--- src/rtl/char_buffer_16x16_if.sv ---
//----------------------------------------------------------------------------
// Module      : char_buffer_16x16_if
// Description : Write handshake and character read port of the 16x16
//               character buffer, bundled for the producer/renderer side.
// Revision    : 1.0 - initial release
//----------------------------------------------------------------------------
`default_nettype none

interface char_buffer_16x16_if;
  logic       wr_valid;
  logic       wr_ready;
  logic [7:0] wr_char;
  logic [7:0] char_xy;
  logic [6:0] char_code;

  // Producer / renderer side: offers bytes and issues read addresses
  modport master (
    output wr_valid,
    output wr_char,
    output char_xy,
    input  wr_ready,
    input  char_code
  );

  // Buffer side
  modport slave (
    input  wr_valid,
    input  wr_char,
    input  char_xy,
    output wr_ready,
    output char_code
  );
endinterface

`default_nettype wire

--- src/rtl/char_buffer_16x16.sv ---
//----------------------------------------------------------------------------
// Module      : char_buffer_16x16
// Description : Writable 16x16 character buffer with hardware cursor,
//               control-code decoding and a 256-cycle clear sweep.
// Revision    : 1.0 - initial release
//----------------------------------------------------------------------------
`default_nettype none

module char_buffer_16x16 #(
  parameter logic [6:0] CLEAR_CODE = 7'h20
) (
  input  wire logic              clk,
  input  wire logic              rst,      // asynchronous, active low
  char_buffer_16x16_if.slave     bus,
  input  wire logic              clr,
  output logic [3:0]             cursor_x,
  output logic [3:0]             cursor_y,
  output logic                   busy
);

  typedef enum logic [0:0] {
    ST_CLEAR = 1'b0,
    ST_IDLE  = 1'b1
  } state_t;

  localparam logic [7:0] c_LF = 8'h0A;
  localparam logic [7:0] c_CR = 8'h0D;
  localparam logic [7:0] c_BS = 8'h08;
  localparam logic [7:0] c_FF = 8'h0C;

  state_t     r_state;
  state_t     w_state_nxt;
  logic [7:0] r_clr_cnt;
  logic [7:0] w_clr_cnt_nxt;
  logic [3:0] r_cur_x;
  logic [3:0] r_cur_y;
  logic [3:0] w_cur_x_nxt;
  logic [3:0] w_cur_y_nxt;
  logic       w_we;
  logic [7:0] w_waddr;
  logic [6:0] w_wdata;

  // Cell storage, index {x,y}; initialised by the clear sweep, not by reset
  logic [6:0] r_mem [256];

  // State, sweep counter and cursor registers
  always_ff @(posedge clk or negedge rst) begin
    if (!rst) begin
      r_state   <= ST_CLEAR;
      r_clr_cnt <= 8'd0;
      r_cur_x   <= 4'd0;
      r_cur_y   <= 4'd0;
    end else begin
      r_state   <= w_state_nxt;
      r_clr_cnt <= w_clr_cnt_nxt;
      r_cur_x   <= w_cur_x_nxt;
      r_cur_y   <= w_cur_y_nxt;
    end
  end

  // Next state, cursor movement and the single array write port
  always_comb begin
    w_state_nxt   = r_state;
    w_clr_cnt_nxt = r_clr_cnt;
    w_cur_x_nxt   = r_cur_x;
    w_cur_y_nxt   = r_cur_y;
    w_we          = 1'b0;
    w_waddr       = {r_cur_x, r_cur_y};
    w_wdata       = CLEAR_CODE;

    if (clr) begin
      // Clear request wins over everything, including a running sweep
      w_state_nxt   = ST_CLEAR;
      w_clr_cnt_nxt = 8'd0;
      w_cur_x_nxt   = 4'd0;
      w_cur_y_nxt   = 4'd0;
    end else begin
      case (r_state)
        ST_CLEAR: begin
          w_we          = 1'b1;
          w_waddr       = r_clr_cnt;
          w_clr_cnt_nxt = r_clr_cnt + 8'd1;
          if (r_clr_cnt == 8'hFF) begin
            w_state_nxt = ST_IDLE;
          end
        end
        ST_IDLE: begin
          if (bus.wr_valid) begin
            if (bus.wr_char >= 8'h20 && bus.wr_char <= 8'h7E) begin
              // Printable: store at cursor, advance with row wrap
              w_we        = 1'b1;
              w_wdata     = bus.wr_char[6:0];
              w_cur_x_nxt = r_cur_x + 4'd1;
              if (r_cur_x == 4'hF) begin
                w_cur_y_nxt = r_cur_y + 4'd1;
              end
            end else begin
              case (bus.wr_char)
                c_LF: begin
                  w_cur_x_nxt = 4'd0;
                  w_cur_y_nxt = r_cur_y + 4'd1;
                end
                c_CR: begin
                  w_cur_x_nxt = 4'd0;
                end
                c_BS: begin
                  // Step back (across a row if needed) and blank that cell
                  if (r_cur_x != 4'd0) begin
                    w_cur_x_nxt = r_cur_x - 4'd1;
                    w_we        = 1'b1;
                    w_waddr     = {r_cur_x - 4'd1, r_cur_y};
                  end else if (r_cur_y != 4'd0) begin
                    w_cur_x_nxt = 4'hF;
                    w_cur_y_nxt = r_cur_y - 4'd1;
                    w_we        = 1'b1;
                    w_waddr     = {4'hF, r_cur_y - 4'd1};
                  end
                end
                c_FF: begin
                  w_state_nxt   = ST_CLEAR;
                  w_clr_cnt_nxt = 8'd0;
                  w_cur_x_nxt   = 4'd0;
                  w_cur_y_nxt   = 4'd0;
                end
                default: begin
                  // Unlisted codes are consumed without effect
                end
              endcase
            end
          end
        end
        default: begin
          w_state_nxt = ST_CLEAR;
        end
      endcase
    end
  end

  // Array write port
  always_ff @(posedge clk) begin
    if (w_we) begin
      r_mem[w_waddr] <= w_wdata;
    end
  end

  assign bus.char_code = r_mem[bus.char_xy];
  assign bus.wr_ready  = (r_state == ST_IDLE) && !clr;
  assign busy          = (r_state == ST_CLEAR);
  assign cursor_x      = r_cur_x;
  assign cursor_y      = r_cur_y;

endmodule

`default_nettype wire

--- src/flat_wrapper.sv ---
// flat-port wrapper written by rule: the top's interface ports become plain ports
module char_buffer_16x16_flat 
#(
  parameter logic [6:0] CLEAR_CODE = 7'h20
)
  (clk, rst, clr, cursor_x, cursor_y, busy, bus_wr_valid, bus_wr_char, bus_char_xy, bus_wr_ready, bus_char_code);
  char_buffer_16x16_if bus_i ();
  input  wire logic clk;
  input  wire logic rst;
  input  wire logic clr;
  output logic [3:0] cursor_x;
  output logic [3:0] cursor_y;
  output logic busy;
  input wire logic [$bits(bus_i.wr_valid)-1:0] bus_wr_valid;
  input wire logic [$bits(bus_i.wr_char)-1:0] bus_wr_char;
  input wire logic [$bits(bus_i.char_xy)-1:0] bus_char_xy;
  output wire logic [$bits(bus_i.wr_ready)-1:0] bus_wr_ready;
  output wire logic [$bits(bus_i.char_code)-1:0] bus_char_code;
  assign bus_i.wr_valid = bus_wr_valid;
  assign bus_i.wr_char = bus_wr_char;
  assign bus_i.char_xy = bus_char_xy;
  assign bus_wr_ready = bus_i.wr_ready;
  assign bus_char_code = bus_i.char_code;
  char_buffer_16x16 #(.CLEAR_CODE(CLEAR_CODE)) u_core (.clk(clk), .rst(rst), .bus(bus_i), .clr(clr), .cursor_x(cursor_x), .cursor_y(cursor_y), .busy(busy));
endmodule
--- config.mk ---
export PLATFORM = sky130hd
export DESIGN_NAME = char_buffer_16x16_flat
export DESIGN_NICKNAME = d
export VERILOG_FILES = /design/src/rtl/char_buffer_16x16_if.sv /design/src/rtl/char_buffer_16x16.sv /design/src/flat_wrapper.sv
export SDC_FILE = /design/constraint.sdc
export NUM_CORES = 2
export LEC_CHECK = 0
export CORE_MARGIN = 2
export CORE_UTILIZATION = 45
export DETAILED_ROUTE_END_ITERATION = 6
export PLACE_DENSITY = 0.71
export SKIP_CTS_REPAIR_TIMING = 1
export SLEW_MARGIN = 20
export SYNTH_ARGS = -nofsm -noshare
export SYNTH_HDL_FRONTEND = slang
export SYNTH_SLANG_ARGS = --single-unit
--- constraint.sdc ---
create_clock -name clk -period 5.6 [get_ports clk]
set_input_delay 1.12 -clock clk [delete_from_list [all_inputs] [get_ports clk]]
set_output_delay 1.12 -clock clk [all_outputs]
set_load 0.01 [all_outputs]
==> results.yml <==
floorplan:
  die-area_sq_um: 161700
  die_h_microns: 402.2
  placementRows: 146
  core_sq_um: 157800
  io_pins: 37
  start_util: 0.4520
  die_w_microns: 402.2
critical_path:
  rr_startpoint: "u_core.cursor_x[0]"
  crit_required_ps: 4480
  critPathMaxStageDelay_ps: 760
  arrival_ps: 4460
  crit_chain: "buf_8 -> buf_12 -> mux4_2 -> mux4_2 -> a211oi_1 -> a22o_1 -> nor3_2 -> buf_4 -> clkdlybuf4s50_1"
  critPathLaunchType: "input pin"
  slowest_stage: "a211oi_1"
  path_delay_family: "compound AO/OA/AOI/OAI gates"
  startpoint: "bus_char_xy[0]"
  path_max_fanout: 17
  crit_path_frequent_cell: "mux4_2"
  critical_path.endpoint_type: "primary output"
  setup.worst_path.class: "in -> out"
  critPathBufInv: 4
grt:
  grt_remaining_overflow: 0
  grt_pass1_wl_microns: 251000
  grt_pass1_vias: 36851
  antenna_found_initial: 3
  grt_start_max_net_pins: 183
  grt_usage: 0.2108
synthesis:
  synth.distinct_cells: 74
  synth_top_cell_area_share: 0.7543
  ys_seq_area_frac: 0.7603
  syn_nets: 3530
  syn_area_per_cell_sq_um: 20.36
  synth_top_flop_cell: "edfxtp_1"
  synth_edf_count: 1792
  yosysWarningCount: 0
  syn_inst: 3504
  synth_seq_cells: 1809
  synthArstFlopShare: 0.009397
  synth_top_cell_by_area: "edfxtp_1"
  yosys-top-cells-area: "edfxtp_1 75%, mux4_2 13%, mux2i_1 2.3%, nor2_1 1.4%, o221ai_1 0.70%"
  syn_area_sq_um: 71340
finish:
  fill_cells: 12025
  diodes: 0
  seq_area_sq_um: 54240
  drive_above_1_share: 0.2859
  synthToLayoutAreaGrowth_pct: 15.97
  multi_input_area_sq_um: 16190
  final_cell_mix: "1792 x edfxtp_1, 406 x mux4_2, 375 x buf_4, 268 x nor2_1, 175 x clkbuf_16"
  final_cells: 6126
  layout_commonest_cell: "edfxtp_1"
  nNetsFinal: 3949
status:
  status: "finished clean"
cts:
  insertion_delay_ps: 800
  cts_root_buf: "clkbuf_16"
  htree_levels: 4
  clockBufferDepth: 3
  cts_inserted_buffers: 169
  cts_tree: "yes"
  clk_pin_slew_ps: 70
  cts_sinks: 1809
timing:
  fmax_ghz: 0.1792
  holdWs_ps: 541.8
  post-route-period-util: 0.9967
  fin_crit_ps: 5582
  rsz0062_at_grt: "yes"
  setup_viol: 0
  hold_violations: 0
  worst_slew_pin_slew_ps: 1087
  skew_ps: 21.55
  finalMaxSlewViolations: 0
  slew-limit-headroom: 0.2753
detailed_routing:
  drtPass1Iterations: 6
  vias: 36903
  antenna_left: 0
  detail_route.iter0.violations: 4720
  drc: 0
  wl_microns: 170700
  wl_per_cell_microns: 27.87
  avgViaCountPerCell: 6.024
power_and_ir_drop:
  leakage_nw: 25.64
  ir_drop_uv: 243.0
  power.density_nw_per_um2: 324.1
place:
  gp_congestion: 0.8636
  hpwlAfterDp_microns: 106400
  place_inst: 5824
  io_buffers: 36
worst_hold_path:
  hold_class: "reg -> reg"
  worstHoldStart: "u_core.r_clr_cnt[7]"
run:
  maxCapViolCount: 0
where the power goes:
part | internal [mW] | switching (mW) | total [mW]
Clock | 6.31 | 4.81 | 11.1
Combinational | 0.418 | 0.609 | 1.03
Sequential | 14.7 | 0.00430 | 14.7
worst min-delay path, cell delays in order (launching register included):
cell and delay [ps]:
dfrtp_1 370, o21ai_0 90, nand2_1 50
kinds of logic after synthesis:
kind of cell / Yosys count / share of synthesized area
flip-flops: 1809 / 0.7603
multiplexers: 580 / 0.1527
AND/OR/NAND/NOR: 531 / 0.03718
AO/OA/AOI/OAI: 344 / 0.03403
buffers and inverters: 233 / 0.01463
adder cells (fa/ha/maj): 6 / 0.001052
XOR/XNOR: 1 / 0.0001228
metal layers:
| layer | track usage | vias up | share of wire |
|---|---|---|---|
| met4 | 0.06754 | 6 | 0.028 |
| met2 | 0.3355 | 1833 | 0.48 |
| met1 | 0.2971 | 19384 | 0.40 |
| li1 | - | 15409 | - |
| met3 | 0.03839 | 271 | 0.089 |
| met5 | 0 | - | 0.00028 |
synth_stat cells, types with 3 or more instances:
cell type  number
mux4_2        406
nand3_1        20
mux2_2          8
dfrtp_1        17
nor2b_1         7
buf_1          43
nor2_2         26
a22oi_1        40
nand2b_1       13
nand4_4         4
or4_1           6
edfxtp_1     1792
o22ai_1        51
a32oi_1         3
nand4b_4        4
and2_1          6
nor3_1         52
a22o_1         22
mux2i_1       166
clkbuf_1       95
buf_2          69
ha_1            6
a31oi_1         8
and3_1         10
a311oi_1        4
or3b_1          4
a21oi_1        77
o311ai_0        3
nor4_1          7
a31o_2          3
a311o_1         3
o221ai_1       57
buf_4           6
nand3b_1        9
buf_6           8
o21ai_1         3
inv_1          12
nand2_1        63
nand4_1         7
o21ai_0        29
a221oi_1       11
a211oi_1       10
nor2_1        270
sequential cells by signal, summed over array words and instances, names as in the netlist:
signal	count
u_core.cursor_y	4
u_core.r_mem	1792
u_core.cursor_x	4
u_core.r_clr_cnt	8
u_core.r_state	1
metrics by stage:
stage	setup WS [ps]	utilization	setup TNS [ps]	cell area [sq um]	power [mW]
after floorplan	-831.5	-	-329300	71390	15.53
after global placement	-171.8	0.4901	-659.7	77350	15.96
after detailed placement	-124.4	0.4901	-428.9	77350	15.97
after CTS	-143.5	0.5237	-511.1	82660	26.95
after global routing	-16.25	0.5242	-29.05	82730	27.50
final	18.46	0.5242	0	82730	26.81
final cells by class:
class / count / area share
tap: 2072 / 0.03134
timing repair buffer: 469 / 0.05260
clock buffer: 215 / 0.05475
inverter: 12 / 0.0005747
sequential: 1809 / 0.6556
multi-input combinational: 1462 / 0.1957
clock inverter: 87 / 0.009452
final timing paths:
| path | endpoint | slack (ps) | cells past startpoint |
|---|---|---|---|
| max reg2reg | u_core.r_mem[116][0] | 1220 | 11 |
| min | u_core.r_clr_cnt[7] | 540 | 2 |
| max in group asynchronous | u_core.cursor_x[0] | 4300 | 1 |
| min reg2reg | u_core.r_clr_cnt[7] | 540 | 2 |
| max | bus_char_code[4] | 20 | 9 |
| min in group asynchronous | u_core.cursor_y[2] | 800 | 1 |
(Power assumes the default switching activity.)
